===== src/rtl/enc_pkg.sv =====
// enc_pkg: shared widths, index type and reference priority function for the encoder
package enc_pkg;
  localparam int ENC_IN_W = 8;
  localparam int ENC_OUT_W = $clog2(ENC_IN_W);
  typedef logic [ENC_OUT_W-1:0] idx_t;
  typedef struct packed {
    idx_t idx;
    logic any;
  } hsi_t;
  function automatic hsi_t highest_set_idx(input logic [ENC_IN_W-1:0] v);
    hsi_t r;
    r = '0;
    for (int i = ENC_IN_W - 1; i >= 0; i--)
      if (v[i] && !r.any) begin
        r.idx = idx_t'(i);
        r.any = 1'b1;
      end
    return r;
  endfunction
endpackage


===== src/rtl/encoder_8to3_core.sv =====
// prio_enc_core: combinational priority encoder, highest set bit wins, plus any/multi flags
module prio_enc_core
  import enc_pkg::*;
#(
  parameter int IN_W = ENC_IN_W,
  parameter int OUT_W = $clog2(IN_W)
) (
  input  logic [IN_W-1:0]  in,
  output logic [OUT_W-1:0] idx,
  output logic             any,
  output logic             multi
);
  // ascending scan: later (higher) set bits overwrite the index
  always_comb begin
    idx = '0;
    any = 1'b0;
    multi = 1'b0;
    for (int i = 0; i < IN_W; i++)
      if (in[i]) begin
        multi = multi | any;
        any = 1'b1;
        idx = OUT_W'(i);
      end
  end
endmodule


===== src/rtl/encoder_8to3.sv =====
// encoder_8to3: registered priority encoder with capture enable and async reset
module encoder_8to3
  import enc_pkg::*;
#(
  parameter int IN_W = ENC_IN_W,
  parameter int OUT_W = ENC_OUT_W
) (
  input  logic             clk,
  input  logic             rst,
  input  logic             en,
  input  logic [IN_W-1:0]  in,
  output logic [OUT_W-1:0] out,
  output logic             valid,
  output logic             multi
);
  logic [OUT_W-1:0] idx;
  logic any, mh;
  prio_enc_core #(.IN_W(IN_W), .OUT_W(OUT_W)) u_core (
    .in(in),
    .idx(idx),
    .any(any),
    .multi(mh)
  );
  always_ff @(posedge clk or posedge rst)
    if (rst) begin
      out <= '0;
      valid <= 1'b0;
      multi <= 1'b0;
    end else if (en) begin
      out <= idx;
      valid <= any;
      multi <= mh;
    end
endmodule


===== config.mk =====
export PLATFORM = sky130hd
export DESIGN_NAME = encoder_8to3
export DESIGN_NICKNAME = d
export VERILOG_FILES = /design/src/rtl/enc_pkg.sv /design/src/rtl/encoder_8to3_core.sv /design/src/rtl/encoder_8to3.sv
export SDC_FILE = /design/constraint.sdc
export NUM_CORES = 1
export LEC_CHECK = 0
export CORE_AREA = 2 2 39 41
export DETAILED_ROUTE_END_ITERATION = 12
export DIE_AREA = 0 0 41 43
export GPL_ROUTABILITY_DRIVEN = 0
export SETUP_SLACK_MARGIN = 0.02
export SYNTH_ARGS = -nofsm -noshare
export SYNTH_HDL_FRONTEND = slang
export SYNTH_SLANG_ARGS = --single-unit

===== constraint.sdc =====
create_clock -name clk -period 1.7 [get_ports clk]
set_clock_uncertainty 0.05 [all_clocks]
set_input_delay 0.17 -clock clk [delete_from_list [all_inputs] [get_ports clk]]
set_output_delay 0.17 -clock clk [all_outputs]
set_load 0.02 [all_outputs]

==> run metrics <==
Synth Instances 35; setup TNS 0 ps; Worst setup EP type primary output; grt total ovfl 0; drt pass-1 iters 4; Hold WC Path Type primary input to async pin; post-synthesis sequential area ratio between 40% and 50%; clock sink count 5; yosys warns 0; CP Data Arrival Time ~1200 ps; Setup crit start kind register; Die Width around 40 µm; GR Util All Layers under 10%; Setup CP Type register to primary output; initial core utilization 20.80%; Mapped Avg Cell Area roughly 8.2 µm²; H-tree Lvls 1; most frequent cells in the layout 15 x clkdlybuf4s50_1, 7 x nor2_1, 5 x dfrtp_1, 4 x inv_1, 4 x a31oi_1; status finished, final reports clean; CP max stage delay between 600 and 700 ps; routing usage on met1 between 10% and 20%; Slew Limit Fails 0; routed len/inst approximately 10 µm; via-per-instance ratio ~4.7; die height roughly 43 µm; CTS Buf Count 3; Non-Filler Instances between 60 and 70; WL final roughly 700 µm; Crit-path slowest cell clkdlybuf4s50_1; placed cells 65; cts hold-fix bufs 0; Reg clk slew, reported paths around 40 ps; IO buf count 15; clock latency on the worst-skew pair approximately 230 ps; Setup crit start valid$_DFFE_PP0P_; R2R cell count 2; R2R Path End valid$_DFFE_PP0P_; setup ws final about 290 ps; Buf/Inv on CP 1; r2r setup slk roughly 980 ps; relative max-transition margin between 70% and 80%; post-CTS setup buffer count 0; core area 0.001384 mm²; initial DRC count 4; required time worst endpoint about 1500 ps; post-CTS sizing 0; Worst Tran Pin Value ~330 ps; vias between 300 and 400; pin count of the biggest net entering global routing 11; Power Dens Cells 696.3 mW/mm²; met2 Track Usage GR a little over an eighth; CTS tree done; Layout fillers approximately 160; Fin. Hold Viols 0; Boundary Pins 16; CP endpoint valid; post-route clock period utilization between 80 and 90%; vias in the first global route between 300 and 400; Die ar. about 0.0018 mm²; instance count on the critical path 1; P&R area growth vs syn 66.96%; Setup-failing EPs final 0; fmax around 0.71 GHz; crit path max fanout 2; Post-Syn Area 287.8 µm²; area occupied by multi-input gates 143.9 µm²; dpl hpwl about 560 µm; maxcap violations 0; worst-path cell chain clkdlybuf4s50_1; RSZ-0062 raised after global routing false; Final nets 65; first-pass GRT wire length ~1100 µm; syn nets 46; Pleak 0.1787 nW; Reg area around 130 µm²; share of layout cells above drive strength 1 between 7 and 8%; most common cell after layout, fill and taps aside clkdlybuf4s50_1; number of remaining DRC errors 0; initial antenna violation count 0; clk root buf clkbuf_4; # diodes 0; Max VDD drop 0.2070 mV; worst hold slack around 78 ps; GRT met3 Usage less than 1%; Top Usage Layer GRT met2; FP Rows 14; worst reg2reg startpoint valid$_DFFE_PP0P_; Final ANT Viol Nets 0; clk buf depth 2; Yosys reg bits 5; post-layout minimum cycle time 1408 ps; post-synth cell types 15; Top Family by Delay on Critical Path buffers and inverters; Setup Slack @ Placement roughly 180 ps
## how the worst min path moves through the flow
stage / from / end / slack, ps / cells after the start
floorplan: rst / multi$_DFFE_PP0P_ / -100 / 1
global placement: rst / out[0]$_DFFE_PP0P_ / 330 / 2
detailed placement: rst / out[0]$_DFFE_PP0P_ / 330 / 2
CTS: rst / multi$_DFFE_PP0P_ / 80 / 2
global route: rst / out[0]$_DFFE_PP0P_ / 100 / 2
finish: rst / multi$_DFFE_PP0P_ / 80 / 2
## layout make-up
class                      count  area share [%]
inverter                       4           3.125
multi-input combinational     25           29.95
clock buffer                   4           5.469
timing repair buffer          15           31.25
tap                           16           4.167
sequential                     5           26.04
## report_power, final
part           leakage [nW]  internal, mW  switching, mW
Clock                0.0150        0.0884         0.0431
Sequential           0.0473         0.125        0.00304
Combinational         0.116        0.0392         0.0355
## metrics by stage
step | power, mW | util [%] | cell area, µm²
after global placement | 0.2040 | 32.82 | 454.2
after global routing | 0.3556 | 34.72 | 480.5
after floorplan | 0.1589 | - | 287.8
after detailed placement | 0.2050 | 32.82 | 454.2
after CTS | 0.3394 | 34.72 | 480.5
final | 0.3345 | 34.72 | 480.5
## synth_stat cells
cell,instances,area [µm²]
nor4_2,1,12.51
nand2b_1,1,6.260
nand2_1,1,3.750
inv_1,4,15.01
a31oi_1,4,25.02
nor4_1,1,6.260
o21ai_0,2,10.01
a211oi_1,2,15.01
a21oi_1,3,15.01
nor2_1,7,26.28
dfrtp_1,5,125.1
o211ai_1,1,7.510
clkbuf_1,1,3.750
o21bai_1,1,7.510
a41oi_1,1,8.760
## flip-flops by register name (all words and copies together), names as in the netlist
name / cells
multi: 1
out: 3
valid: 1
## logic make-up (layout without fill, tap and decap cells)
logic type | after synthesis | in the layout | share of synthesized area (%)
simple gates | 11 | 11 | 19.13
buf+inv | 5 | 23 | 6.519
compound gates | 14 | 14 | 30.87
flops | 5 | 5 | 43.48
## routing by layer
metal / up-vias / routed length (µm)
met3: 0 / 43
met2: 12 / 337
met5: - / 0
li1: 163 / -
met1: 147 / 308
met4: 0 / 0
No activity file was read; power rests on OpenSTA's default activity.
